### src/rtl/mdr_result_pkg.sv
// Shared constants for the arithmetic result collector: selection modes,
// channel numbering of the existing arithmetic units, and the default width.
package mdr_result_pkg;

   // Selection modes for the output stage
   localparam logic MODE_DIRECTED    = 1'b0;
   localparam logic MODE_ROUND_ROBIN = 1'b1;

   // Channel indices of the existing arithmetic units
   localparam int CH_MULT = 0;
   localparam int CH_DIV  = 1;
   localparam int CH_SQR  = 2;

   // Default result width
   localparam int DEFAULT_NBITS = 16;

endpackage : mdr_result_pkg

### src/rtl/result_collector_mux_rr_picker.sv
// Round-robin picker: finds the first requesting channel after lastGrant,
// wrapping modulo NChannels. Purely combinational.
module rr_picker #(
   parameter int NChannels = 3,
   parameter int SelBits   = (NChannels > 1) ? $clog2(NChannels) : 1
) (
   input  logic [NChannels-1:0] req,
   input  logic [SelBits-1:0]   lastGrant,
   output logic [SelBits-1:0]   grant,
   output logic                 grantValid
);

   int idx_s;

   // Search lastGrant+1, +2, ... with wrap; the first hit wins
   always_comb begin
      grant      = {SelBits{1'b0}};
      grantValid = 1'b0;
      idx_s      = 0;
      for (int k = 1; k <= NChannels; k++) begin
         idx_s = (int'(lastGrant) + k) % NChannels;
         if (!grantValid && req[idx_s]) begin
            grantValid = 1'b1;
            grant      = idx_s[SelBits-1:0];
         end else begin
            grantValid = grantValid;
         end
      end
   end

endmodule : rr_picker

### src/rtl/result_collector_mux.sv
// Registered result collector: latches each arithmetic unit's one-cycle
// result pulse and delivers the held results one at a time on a
// valid/ready port, either by external selection or round-robin.
module result_collector_mux
   import mdr_result_pkg::*;
#(
   parameter int NBits     = DEFAULT_NBITS,
   parameter int NChannels = 3,
   localparam int SelBits  = $clog2(NChannels)
) (
   input  logic                       clk,
   input  logic                       reset,
   input  logic                       Mode,
   input  logic [SelBits-1:0]         Selector,
   input  logic [NChannels-1:0]       In_Valid,
   input  logic [NChannels*NBits-1:0] In_Data,
   input  logic                       Out_Ready,
   output logic                       Out_Valid,
   output logic [NBits-1:0]           Out_Data,
   output logic [SelBits-1:0]         Out_Channel,
   output logic [NChannels-1:0]       Pending,
   output logic [NChannels-1:0]       Overrun
);

   logic [NBits-1:0]     held_r [NChannels];
   logic [NChannels-1:0] pending_r;
   logic [NChannels-1:0] overrun_r;
   logic                 outValid_r;
   logic [NBits-1:0]     outData_r;
   logic [SelBits-1:0]   outChannel_r;
   logic [SelBits-1:0]   lastGrant_r;

   logic [SelBits-1:0]   rrGrant_s;
   logic                 rrValid_s;
   logic                 dirValid_s;
   logic [SelBits-1:0]   cand_s;
   logic                 candValid_s;
   logic                 stageFree_s;
   logic                 loadEn_s;

   rr_picker #(
      .NChannels (NChannels),
      .SelBits   (SelBits)
   ) u_rrPicker (
      .req        (pending_r),
      .lastGrant  (lastGrant_r),
      .grant      (rrGrant_s),
      .grantValid (rrValid_s)
   );

   // Directed candidate: an out-of-range Selector matches no channel
   always_comb begin
      dirValid_s = 1'b0;
      for (int i = 0; i < NChannels; i++) begin
         if ((Selector == SelBits'(i)) && pending_r[i]) begin
            dirValid_s = 1'b1;
         end else begin
            dirValid_s = dirValid_s;
         end
      end
   end

   // Choose the candidate for this edge and decide whether it loads
   always_comb begin
      cand_s      = Selector;
      candValid_s = dirValid_s;
      if (Mode == MODE_ROUND_ROBIN) begin
         cand_s      = rrGrant_s;
         candValid_s = rrValid_s;
      end else begin
         cand_s      = Selector;
         candValid_s = dirValid_s;
      end
      stageFree_s = !outValid_r || Out_Ready;
      loadEn_s    = stageFree_s && candValid_s;
   end

   // Holding registers, pending/overrun flags, output stage and arbiter state
   always_ff @(posedge clk) begin
      if (reset) begin
         for (int i = 0; i < NChannels; i++) begin
            held_r[i] <= {NBits{1'b0}};
         end
         pending_r    <= {NChannels{1'b0}};
         overrun_r    <= {NChannels{1'b0}};
         outValid_r   <= 1'b0;
         outData_r    <= {NBits{1'b0}};
         outChannel_r <= {SelBits{1'b0}};
         lastGrant_r  <= SelBits'(NChannels - 1);
      end else begin
         // A channel being loaded this edge frees its slot for a new capture
         for (int i = 0; i < NChannels; i++) begin
            if (In_Valid[i]) begin
               if (!pending_r[i] || (loadEn_s && (cand_s == SelBits'(i)))) begin
                  held_r[i]    <= In_Data[i*NBits +: NBits];
                  pending_r[i] <= 1'b1;
               end else begin
                  overrun_r[i] <= 1'b1;
               end
            end else if (loadEn_s && (cand_s == SelBits'(i))) begin
               pending_r[i] <= 1'b0;
            end else begin
               pending_r[i] <= pending_r[i];
            end
         end

         if (loadEn_s) begin
            outValid_r   <= 1'b1;
            outData_r    <= held_r[cand_s];
            outChannel_r <= cand_s;
         end else if (stageFree_s) begin
            outValid_r   <= 1'b0;
         end else begin
            outValid_r   <= outValid_r;
         end

         if (loadEn_s && (Mode == MODE_ROUND_ROBIN)) begin
            lastGrant_r <= cand_s;
         end else begin
            lastGrant_r <= lastGrant_r;
         end
      end
   end

   assign Out_Valid   = outValid_r;
   assign Out_Data    = outData_r;
   assign Out_Channel = outChannel_r;
   assign Pending     = pending_r;
   assign Overrun     = overrun_r;

endmodule : result_collector_mux

### config.mk
export PLATFORM = sky130hd
export DESIGN_NAME = result_collector_mux
export DESIGN_NICKNAME = d
export VERILOG_FILES = /design/src/rtl/mdr_result_pkg.sv /design/src/rtl/result_collector_mux_rr_picker.sv /design/src/rtl/result_collector_mux.sv
export SDC_FILE = /design/constraint.sdc
export NUM_CORES = 1
export LEC_CHECK = 0
export ABC_AREA = 1
export CORE_UTILIZATION = 40
export CTS_CLUSTER_SIZE = 28
export DETAILED_ROUTE_END_ITERATION = 10
export PLACE_DENSITY = 0.66
export SYNTH_ARGS = -nofsm -noshare
export SYNTH_HDL_FRONTEND = slang
export SYNTH_SLANG_ARGS = --single-unit
### constraint.sdc
create_clock -name clk -period 7.1 [get_ports clk]
set_input_delay 1.42 -clock clk [delete_from_list [all_inputs] [get_ports clk]]
set_output_delay 1.42 -clock clk [all_outputs]
set_load 0.01 [all_outputs]
==> metrics.log, run 1 <==
[metrics] type of origin of the critical path: input port
[metrics] Leak Pwr: 2.10 nW
[metrics] Post-Syn Area: roughly 0.0037 mm^2
[metrics] part of the Yosys area used for sequential elements: 54.1%
[metrics] Post-Route Skew: ~0.011 ns
[metrics] PwrDens: 245 mW/mm^2
[metrics] number of buffers created by CTS: 9
[metrics] top-level I/O count: 82
[metrics] vias in the first global route: 2825
[metrics] Hold Vio Cnt, Final: 0
[metrics] largest fanout on the critical path: 32
[metrics] worst hold slack: around 0.47 ns
[metrics] number of antenna violations at the first check in global routing: 0
[metrics] # hold bufs at CTS: 0
[metrics] unrepaired setup endpoints after global routing: no
[metrics] die extent in y: 97.7 um
[metrics] cell types occupying the most area after synthesis: sky130_fd_sc_hd__edfxtp_1 (39%), sky130_fd_sc_hd__dfxtp_1 (15%), sky130_fd_sc_hd__inv_1 (8.3%), sky130_fd_sc_hd__nand2_1 (6.7%), sky130_fd_sc_hd__nor2_1 (4.5%)
[metrics] synthesized net count: approximately 480
[metrics] final WL: 7.91 mm
[metrics] Cells after Synth: 414
[metrics] ratio of routed vias to standard cells: 4.67
[metrics] status: finished, violations left
[metrics] type of the tightest min-delay check: reg -> reg
[metrics] upper clock frequency limit: 234 MHz
[metrics] Final Net Count: 553
[metrics] Antenna Cells: 0
[metrics] weighted congestion at the end of routability-driven global placement: 0.804
[metrics] data required time of the critical path: 7.18 ns
[metrics] post-synthesis register bit count: 75
[metrics] number of antenna-violating nets in the routed design: 0
[metrics] final standard cell count with taps included and fillers excluded: 605
[metrics] Die ar.: 0.00955 mm^2
[metrics] M1 GR Usage: 24.2%
[metrics] top cell type by total area after synthesis: sky130_fd_sc_hd__edfxtp_1
[metrics] Total GRT Usage: 18.0%
[metrics] # rows: 34
[metrics] Tcrit/Tclk final: 60.3%
[metrics] met3 track utilization from global routing: 3.24%
[metrics] failing checks: design-rule violations
[metrics] horizontal die dimension: 97.7 um
[metrics] portion of synthesized cell area occupied by the leading cell type: 39.3%
[metrics] post-CTS setup buffer count: 0
[metrics] relative slew slack: a little under half
[metrics] busiest metal layer after global routing: met2
[metrics] CTS tree: yes
[metrics] post-detail-place hpwl: 5.80 mm
[metrics] share of post-route cells with drive strength above 1: 13.1%
[metrics] post-CTS sizing: 0
[metrics] Final Slew Violations: 0
[metrics] TritonCTS sink count: 75
[metrics] count of final setup violators: 0
[metrics] category of the worst setup path capture point: flop
[metrics] first-pass GRT wire length: 13.4 mm
[metrics] filler instances: 842
[metrics] fraction of met2 tracks used by global routing: 28.5%
[metrics] multi-input gate area in the final layout: about 0.0013 mm^2
[metrics] remaining routing DRC violations: 8
[metrics] Initial Utilization: 41.6%
[metrics] post-layout minimum cycle time: around 4.3 ns
[metrics] DRC violation total after the first TritonRoute iteration: 101
[metrics] type of the worst setup path: in -> reg
[metrics] proportion of register bits with asynchronous set or reset after synthesis: 0%
[metrics] H-tree depth reported by CTS: 3
[metrics] Clock Tree Buf Depth: 2
[metrics] count of different cell masters after synthesis: 30
[metrics] Fin Setup TNS: 0 ns
[metrics] clock latency reported for the late side of the worst-skew pair: 0.35 ns
[metrics] area taken by flip-flops and latches: roughly 0.0020 mm^2
[metrics] port buffer count: 81
[metrics] core footprint: approximately 0.0088 mm^2
[metrics] average instance area after synthesis: 8.85 um^2
[metrics] Root Driver: sky130_fd_sc_hd__clkbuf_8
[metrics] number of flops mapped to enable cells by yosys: 48
[metrics] via count of the routed design: 2824
[metrics] WL/cell: 13.1 um
[metrics] number of max-cap violations: 0
[metrics] pin count of the biggest net entering global routing: 33
[metrics] Total Power Consumption: between 1 and 1.5 mW
[metrics] leading register cell type out of synthesis: sky130_fd_sc_hd__edfxtp_1
[metrics] cell count after placement: about 590
[metrics] Worst-Margin Slew: 0.807 ns
[metrics] number of iterations in the first detailed-routing pass: 7
[metrics] arrival time reported for the critical path endpoint: 4.36 ns
[metrics] number of warnings printed during yosys synthesis: 0
[metrics] final global-route overflow total: 0
[metrics] post-CTS clock slew at the launch and capture registers of the worst setup and hold paths: 0.08 ns
[metrics] worst-case vdd ir drop: 0.000110 V
[metrics] relative area change from synthesis to final layout: 29.6%
==> placed cells by master (no fill, tap or decap), types with 2 or more instances in the layout <==
| master | n |
|---|---|
| sky130_fd_sc_hd__a21oi_1 | 20 |
| sky130_fd_sc_hd__buf_4 | 2 |
| sky130_fd_sc_hd__bufinv_16 | 2 |
| sky130_fd_sc_hd__clkbuf_8 | 9 |
| sky130_fd_sc_hd__clkdlybuf4s50_1 | 81 |
| sky130_fd_sc_hd__clkinvlp_4 | 2 |
| sky130_fd_sc_hd__dfxtp_1 | 27 |
| sky130_fd_sc_hd__edfxtp_1 | 48 |
| sky130_fd_sc_hd__ha_1 | 4 |
| sky130_fd_sc_hd__inv_1 | 81 |
| sky130_fd_sc_hd__inv_2 | 3 |
| sky130_fd_sc_hd__nand2_1 | 64 |
| sky130_fd_sc_hd__nand2_2 | 6 |
| sky130_fd_sc_hd__nand3_1 | 28 |
| sky130_fd_sc_hd__nand4_1 | 3 |
| sky130_fd_sc_hd__nor2_1 | 44 |
| sky130_fd_sc_hd__nor2_2 | 10 |
| sky130_fd_sc_hd__nor2_4 | 11 |
| sky130_fd_sc_hd__nor3_1 | 2 |
| sky130_fd_sc_hd__o211ai_1 | 18 |
| sky130_fd_sc_hd__o21a_1 | 4 |
| sky130_fd_sc_hd__o21ai_1 | 3 |
| sky130_fd_sc_hd__or2_2 | 16 |
==> critical path, stage by stage <==
cell                              delay (ns)
sky130_fd_sc_hd__clkdlybuf4s50_1        0.51
sky130_fd_sc_hd__inv_1                  0.07
sky130_fd_sc_hd__nor2_1                 0.09
sky130_fd_sc_hd__nor3_1                 0.05
sky130_fd_sc_hd__nor2_1                 0.17
sky130_fd_sc_hd__nor3_4                 0.06
sky130_fd_sc_hd__buf_4                  0.21
sky130_fd_sc_hd__inv_2                  0.30
sky130_fd_sc_hd__nor2_4                 0.16
sky130_fd_sc_hd__nand2_2                0.09
sky130_fd_sc_hd__nand2_2                0.07
sky130_fd_sc_hd__nand2_1                0.09
sky130_fd_sc_hd__nand3_1                0.09
sky130_fd_sc_hd__nand2_2                0.29
sky130_fd_sc_hd__buf_4                  0.54
sky130_fd_sc_hd__nor2_1                 0.10
==> stage by stage <==
stage	utilization, %	instance area (um^2)	worst slack, ns
finish	53.9	4750	2.82
global placement	51.5	4530	2.60
global route	53.9	4750	2.62
detailed placement	51.5	4530	2.47
floorplan	-	3660	4.00
CTS	53.9	4750	2.84
==> worst paths after layout <==
check,from,to,slack [ns],cells past startpoint
min,Overrun[2],Overrun[2],0.47,1
max,Selector[0],held_r[1][8],2.82,16
max reg2reg,lastGrant_r[0],held_r[1][8],3.32,19
min reg2reg,Overrun[2],Overrun[2],0.47,1
==> flip-flops by register name, summed over array words and instances (netlist names) <==
signal and flops:
Overrun 3, held_r 48, Out_Channel 2, lastGrant_r 2, Out_Valid 1, Pending 3, Out_Data 16
==> layer usage <==
metal  vias to the layer above  share of wire [%]
li1                       1460                  -
met1                      1283                 48
met2                        68                 46
met3                        13                3.9
met4                         0                2.0
met5                         -                  0
==> logic make-up after synthesis <==
kind of cell,count (synthesis),share of synthesized area (%)
simple gates,186,25.1
buf+inv,101,11.3
flops,75,54.1
compound gates,48,8.19
fa+ha+maj,4,1.37
==> cell usage after synthesis, types with 2 or more instances <==
library cell	count
sky130_fd_sc_hd__inv_1	81
sky130_fd_sc_hd__nand2_1	65
sky130_fd_sc_hd__edfxtp_1	48
sky130_fd_sc_hd__nor2_1	44
sky130_fd_sc_hd__nand3_1	28
sky130_fd_sc_hd__dfxtp_1	27
sky130_fd_sc_hd__a21oi_1	20
sky130_fd_sc_hd__o211ai_1	18
sky130_fd_sc_hd__or2_2	16
sky130_fd_sc_hd__nor2_4	11
sky130_fd_sc_hd__nor2_2	10
sky130_fd_sc_hd__clkbuf_1	8
sky130_fd_sc_hd__nand2_2	5
sky130_fd_sc_hd__ha_1	4
sky130_fd_sc_hd__o21a_1	4
sky130_fd_sc_hd__buf_2	3
sky130_fd_sc_hd__inv_2	3
sky130_fd_sc_hd__nand4_1	3
sky130_fd_sc_hd__o21ai_1	3
sky130_fd_sc_hd__buf_6	2
sky130_fd_sc_hd__nor3_1	2
==> layout make-up <==
cell class	instances	area share [%]
Clock buffer	10	2.69
Clock inverter	6	1.87
Inverter	85	6.72
Multi-Input combinational cell	238	26.8
Sequential cell	75	41.7
Tap cell	108	2.84
Timing Repair Buffer	83	17.4
==> where the power goes <==
part	switching [mW]	total [mW]	leakage, nW	internal [mW]
Sequential	0.0241	0.541	0.737	0.517
Clock	0.163	0.362	0.103	0.199
Combinational	0.144	0.262	1.26	0.118
Note: power is estimated with default switching activity, not from simulation.
==> run 2: changes to the inputs <==
- clock period: 7.1 -> 4.3 ns (I/O delays scaled with it)
==> run 2 against run 1 <==
The flow still finishes with violations (design-rule violations). Largest power group unchanged. Critical path depth is 2 higher. Register-to-register slack worse by 2.3 ns. Via count is 0.50% lower. Die area stayed put. Final area is 0.45% lower. Sequential share of layout area is 0.19 points higher. Cell count is 0.33% higher. Worst setup slack worse by 1.8 ns. First-iteration DRC count is 19% higher. Count of clock-buffer cells in the layout is 1 lower.
==> metrics.log, run 2 (synthesized netlist as in run 1, its figures left out) <==
[metrics] ratio of routed vias to standard cells: between 4 and 5
[metrics] via count of the routed design: 2810
[metrics] relative area change from synthesis to final layout: 29.1%
[metrics] largest fanout on the critical path: 32
[metrics] # hold bufs at CTS: 0
[metrics] Reg2Reg Setup Slack: slightly above 1 ns
[metrics] wire length on met1: 3.75 mm
[metrics] share of post-route cells with drive strength above 1: 13.4%
[metrics] metal3 WL: 378 um
[metrics] Fin Setup TNS: 0 ns
[metrics] Post-Route Skew: about 0.012 ns
[metrics] TritonCTS sink count: 75
[metrics] type of the worst setup path: reg -> reg
[metrics] final global-route overflow total: 0
[metrics] Hold Vio Cnt, Final: 0
[metrics] final WL: a little under 8 mm
[metrics] die extent in y: 97.7 um
[metrics] Total Power Consumption: 1.80 mW
[metrics] most frequent cells in the layout: sky130_fd_sc_hd__inv_1 (81), sky130_fd_sc_hd__clkdlybuf4s50_1 (81), sky130_fd_sc_hd__nand2_1 (64), sky130_fd_sc_hd__edfxtp_1 (48), sky130_fd_sc_hd__nor2_1 (44)
[metrics] number of max-cap violations: 0
[metrics] number of cells on the worst hold path: 1
[metrics] worst reg2reg path endpoint: held_r[1][6]
[metrics] # rows: 34
[metrics] clock latency reported for the late side of the worst-skew pair: 0.35 ns
[metrics] CTS tree: yes
[metrics] number of iterations in the first detailed-routing pass: 8
[metrics] data required time of the critical path: 4.40 ns
[metrics] Root Driver: sky130_fd_sc_hd__clkbuf_8
[metrics] post-CTS setup buffer count: 0
[metrics] upper clock frequency limit: 306 MHz
[metrics] worst min-delay path endpoint: Overrun[2]
[metrics] count of final setup violators: 0
[metrics] filler instances: 851
[metrics] worst-case vdd ir drop: 0.000173 V
[metrics] number of cell instances on the worst register-to-register path: 18
[metrics] Clk network pwr share: 26.0%
[metrics] Tcrit/Tclk final: 76.0%
[metrics] remaining routing DRC violations: 8
[metrics] number of antenna violations at the first check in global routing: 0
[metrics] Total GRT Usage: 17.6%
[metrics] port buffer count: 81
[metrics] status: finished, violations left
[metrics] relative slew slack: 54.3%
[metrics] startpoint of the lowest-slack register-to-register path: lastGrant_r[0]
[metrics] worst min-delay path startpoint: Overrun[2]
[metrics] Worst-Margin Slew: 0.684 ns
[metrics] number of antenna-violating nets in the routed design: 0
[metrics] type of the tightest min-delay check: reg -> reg
[metrics] pin count of the biggest net entering global routing: 33
[metrics] area taken by flip-flops and latches: roughly 0.0020 mm^2
[metrics] unrepaired setup endpoints after global routing: no
[metrics] core footprint: 0.00881 mm^2
[metrics] category of the worst setup path capture point: flop
[metrics] PwrDens: 381 mW/mm^2
[metrics] Die ar.: 0.00955 mm^2
[metrics] Gate power share: 24.3%
[metrics] Clock Tree Buf Depth: 2
[metrics] register with the most flip-flops: held_r
[metrics] first-pass GRT wire length: 13.2 mm
[metrics] DRC violation total after the first TritonRoute iteration: 120
[metrics] type of origin of the critical path: flop
[metrics] vias in the first global route: 2767
[metrics] Final Net Count: 555
[metrics] top-level I/O count: 82
[metrics] cell count after placement: 591
[metrics] post-CTS clock slew at the launch and capture registers of the worst setup and hold paths: about 0.080 ns
[metrics] post-layout minimum cycle time: 3.27 ns
[metrics] max reg flops: 48
[metrics] weighted congestion at the end of routability-driven global placement: 0.782
[metrics] multi-input gate area in the final layout: between 0.001 and 0.0015 mm^2
[metrics] failing checks: design-rule violations
[metrics] post-detail-place hpwl: 5.84 mm
[metrics] total net switching power: 541 uW
[metrics] number of buffers created by CTS: 9
[metrics] final standard cell count with taps included and fillers excluded: approximately 600
[metrics] Initial Utilization: 41.6%
[metrics] post-CTS sizing: 0
[metrics] horizontal die dimension: 97.7 um
[metrics] arrival time reported for the critical path endpoint: 3.37 ns
[metrics] Leak Pwr: about 2.1 nW
[metrics] met2 wire length: 3.63 mm
[metrics] Antenna Cells: 0
[metrics] highest layer used for signal routing: met4
[metrics] register share of total power: 49.6%
[metrics] switching power as a share of total power: 30.0%
[metrics] P_int: around 1.3 mW
[metrics] Final Slew Violations: 0
[metrics] H-tree depth reported by CTS: 3
[metrics] WL/cell: 12.9 um
## run 2: cell count changes in the layout (fill, tap and decap cells not counted), sizes merged
cell      previous run  this run
bufinv               2         0
clkbuf              10         9
clkinvlp             2         1
buf                  2         4
clkinv               2         6
## run 2: stage by stage
| step | instance area [um^2] | hold slack [ns] | setup slack [ns] | utilization (%) |
|---|---|---|---|---|
| finish | 4730 | 0.481 | 1.03 | 53.7 |
| global route | 4730 | 0.511 | 0.670 | 53.7 |
| global placement | 4560 | 0.455 | 0.782 | 51.8 |
| detailed placement | 4560 | 0.460 | 0.729 | 51.8 |
| floorplan | 3660 | 0.496 | 1.74 | - |
| CTS | 4730 | 0.480 | 0.995 | 53.7 |
## run 2: worst max-delay path by stage
stage	end	cells after the start	startpoint	slack, ns
3_3_place_gp	held_r[1][12]	14	Selector[0]	0.78
3_5_place_dp	held_r[1][6]	14	Selector[0]	0.73
2_1_floorplan	held_r[1][0]	16	lastGrant_r[0]	1.74
6_report	held_r[1][6]	18	lastGrant_r[0]	1.03
4_1_cts	held_r[1][6]	18	lastGrant_r[0]	1.0
5_1_grt	held_r[1][6]	18	lastGrant_r[0]	0.67
## run 2: layer usage
metal | up-vias | global-route usage [%]
li1 | 1470 | -
met1 | 1265 | 24.0
met2 | 67 | 28.0
met3 | 8 | 3.81
met4 | 0 | 5.36
met5 | - | 0
## run 2: power groups by stage
stage | Combinational (mW) | Clock [mW] | Sequential [mW]
after CTS | 0.443 | 0.479 | 0.896
after detailed placement | 0.441 | 0 | 0.911
after global routing | 0.491 | 0.513 | 0.903
final | 0.439 | 0.470 | 0.895
after global placement | 0.434 | 0 | 0.910
after floorplan | 0.259 | 0 | 0.910
## run 2: final cells by class
| class | count | share of cell area, % |
|---|---|---|
| inverters | 85 | 6.75 |
| multi-input cells | 238 | 26.9 |
| clock buffers | 9 | 2.62 |
| flip-flops and latches | 75 | 41.9 |
| repair buffers | 85 | 18.0 |
| clock inverters | 7 | 0.926 |
| well taps | 108 | 2.86 |
## run 2: critical path: stages, from the launching register on
cell                      delay (ns)
sky130_fd_sc_hd__dfxtp_1        0.38
sky130_fd_sc_hd__inv_1          0.08
sky130_fd_sc_hd__ha_1           0.43
sky130_fd_sc_hd__inv_2          0.09
sky130_fd_sc_hd__nand2_1        0.07
sky130_fd_sc_hd__nand3_1        0.08
sky130_fd_sc_hd__nand2_2        0.12
sky130_fd_sc_hd__nand2_1        0.06
sky130_fd_sc_hd__nor2_1         0.17
sky130_fd_sc_hd__nor3_4         0.06
sky130_fd_sc_hd__inv_2          0.29
sky130_fd_sc_hd__nor2_4         0.16
sky130_fd_sc_hd__nand2_2        0.09
sky130_fd_sc_hd__nand2_2        0.06
sky130_fd_sc_hd__nand2_1        0.09
sky130_fd_sc_hd__nand3_1        0.09
sky130_fd_sc_hd__nand2_2        0.31
sky130_fd_sc_hd__buf_12         0.30
sky130_fd_sc_hd__nor2_1         0.08
==> run 3: changes to the inputs <==
- PLACE_DENSITY: 0.66 -> 0.68
- clock period: 4.3 -> 2.9 ns (I/O delays scaled with it)
==> run 3 against run 2 <==
The flow still finishes with violations (design-rule violations). Maximum frequency grew 24%. Combinational power is 67% higher. First-iteration DRC count is 27% higher. Sequential share of layout area decreased by 1.9 points. Critical path depth fell by 1. Sequential cell count did not move. Largest cell class unchanged.
==> metrics.log, run 3 (synthesized netlist as in run 1, its figures left out) <==
[metrics] arrival time reported for the critical path endpoint: around 2.7 ns
[metrics] P_int: 2.02 mW
[metrics] Initial Utilization: 41.6%
[metrics] type of the worst setup path: reg -> reg
[metrics] Fin Setup TNS: 0 ns
[metrics] data required time of the critical path: 3.01 ns
[metrics] category of the worst setup path capture point: flop
[metrics] number of antenna violations at the first check in global routing: 0
[metrics] vias in the first global route: 2748
[metrics] post-detail-place hpwl: 5.59 mm
[metrics] area taken by flip-flops and latches: 0.00198 mm^2
[metrics] Final Net Count: ~570
[metrics] H-tree depth reported by CTS: 3
[metrics] Total GRT Usage: ~17%
[metrics] post-CTS clock slew at the launch and capture registers of the worst setup and hold paths: 0.07 ns
[metrics] status: finished, violations left
[metrics] relative area change from synthesis to final layout: 35.2%
[metrics] weighted congestion at the end of routability-driven global placement: 0.826
[metrics] Clk network pwr share: between 20% and 30%
[metrics] multi-input gate area in the final layout: 0.00129 mm^2
[metrics] most common cell after layout, fill and taps aside: sky130_fd_sc_hd__clkdlybuf4s50_1
[metrics] port buffer count: about 80
[metrics] filler instances: approximately 800
[metrics] core footprint: 0.00881 mm^2
[metrics] pin count of the biggest net entering global routing: 49
[metrics] CTS tree: yes
[metrics] Final Slew Violations: 0
[metrics] count of final setup violators: 0
[metrics] failing checks: design-rule violations
[metrics] Tcrit/Tclk final: between 90% and 100%
[metrics] WL/cell: 13.4 um
[metrics] number of buffers created by CTS: 9
[metrics] number of iterations in the first detailed-routing pass: 7
[metrics] via count of the routed design: 2915
[metrics] number of max-cap violations: 0
[metrics] register share of total power: 46.6%
[metrics] total net switching power: just over 800 uW
[metrics] remaining routing DRC violations: 14
[metrics] worst hold slack: ~0.47 ns
[metrics] cell type of the slowest stage on the worst timing path: sky130_fd_sc_hd__dfxtp_1
[metrics] most frequent cells in the layout: sky130_fd_sc_hd__clkdlybuf4s50_1 (81), sky130_fd_sc_hd__inv_1 (80), sky130_fd_sc_hd__nand2_1 (64), sky130_fd_sc_hd__edfxtp_1 (48), sky130_fd_sc_hd__nor2_1 (44)
[metrics] core utilization of the finished layout: between 50% and 60%
[metrics] Worst-Margin Slew: 0.332 ns
[metrics] Crit path max-delay family: simple AND/OR/NAND/NOR gates
[metrics] relative slew slack: 77.8%
[metrics] Root Driver: sky130_fd_sc_hd__clkbuf_8
[metrics] area after detailed placement: 0.00464 mm^2
[metrics] type of the tightest min-delay check: reg -> reg
[metrics] Leak Pwr: 2.20 nW
[metrics] top-level I/O count: 82
[metrics] final WL: just over 8 mm
[metrics] post-layout minimum cycle time: about 2.6 ns
[metrics] worst-case vdd ir drop: roughly 0.00027 V
[metrics] Die ar.: between 0.009 and 0.01 mm^2
[metrics] Clock Tree Buf Depth: 2
[metrics] type of origin of the critical path: flop
[metrics] largest fanout on the critical path: 12
[metrics] PwrDens: between 500 and 600 mW/mm^2
[metrics] upper clock frequency limit: 380 MHz
[metrics] TritonCTS sink count: 75
[metrics] Total Power Consumption: 2.83 mW
[metrics] register with the most flip-flops: held_r
[metrics] final global-route overflow total: 0
[metrics] Antenna Cells: 0
[metrics] # rows: 34
[metrics] critical-path cell list: inv_1, ha_1, inv_1, nand3_1, nand2_2, nand3_1, nor2_1, nor2_1, nand2_1, nand2_1, nand2_2, nand2_2, nand2_1, nand3_1, nand2_4, clkbuf_16, nor2_1
[metrics] clock latency reported for the late side of the worst-skew pair: 0.35 ns
[metrics] ratio of routed vias to standard cells: 4.72
[metrics] horizontal die dimension: 97.7 um
[metrics] number of antenna-violating nets in the routed design: 0
[metrics] CP bufs+invs: 3
[metrics] Hold Vio Cnt, Final: 0
[metrics] Post-Route Skew: 0.00963 ns
[metrics] Finished Cell Area: ~0.0050 mm^2
[metrics] share of post-route cells with drive strength above 1: 15.9%
[metrics] max reg flops: 48
[metrics] first-pass GRT wire length: 12.8 mm
[metrics] Gate power share: 25.9%
[metrics] largest incremental delay on the critical path: 0.43 ns
[metrics] die extent in y: just under 100 um
[metrics] switching power as a share of total power: between 20% and 30%
[metrics] DRC violation total after the first TritonRoute iteration: 152
run 3: repair_timing:
item	in CTS	in global routing
resized for setup	0	7
buffers inserted	0	2
endpoints found under the setup margin	0	64
hold buffers	0	0
hold endpoints to repair	0	0
run 3: power by group through the flow:
stage | sequential (mW) | clock (mW) | combinational [mW]
3_5_place_dp | 1.34 | 0 | 0.686
2_1_floorplan | 1.35 | 0 | 0.385
6_report | 1.32 | 0.780 | 0.732
5_1_grt | 1.33 | 0.834 | 0.810
3_3_place_gp | 1.34 | 0 | 0.676
4_1_cts | 1.32 | 0.786 | 0.690
run 3: worst paths after layout:
path	startpoint	to	slack, ns	cells after the start
min	Overrun[2]	Overrun[2]	0.47	1
max	lastGrant_r[1]	held_r[2][3]	0.27	17
max reg2reg	lastGrant_r[1]	held_r[2][3]	0.27	17
min reg2reg	Overrun[2]	Overrun[2]	0.47	1
run 3: layout make-up:
cell class,instances,share of cell area [%]
clock buffers,13,3.64
clock inverters,3,0.404
well taps,108,2.73
repair buffers,96,20.6
flip-flops and latches,75,40.0
inverters,85,6.52
multi-input cells,238,26.1
run 3: routing by layer:
metal | track usage [%] | wire length (um)
met5 | 0 | 0
met4 | 5.71 | 98
met3 | 4.17 | 441
met2 | 28.5 | 3970
met1 | 22.0 | 3770
run 3: per-stage QoR:
step	instances	setup slack [ns]
2_1_floorplan	414	0.336
3_3_place_gp	597	0.164
3_5_place_dp	597	0.0970
4_1_cts	613	0.146
5_1_grt	618	-0.000727
6_report	618	0.270
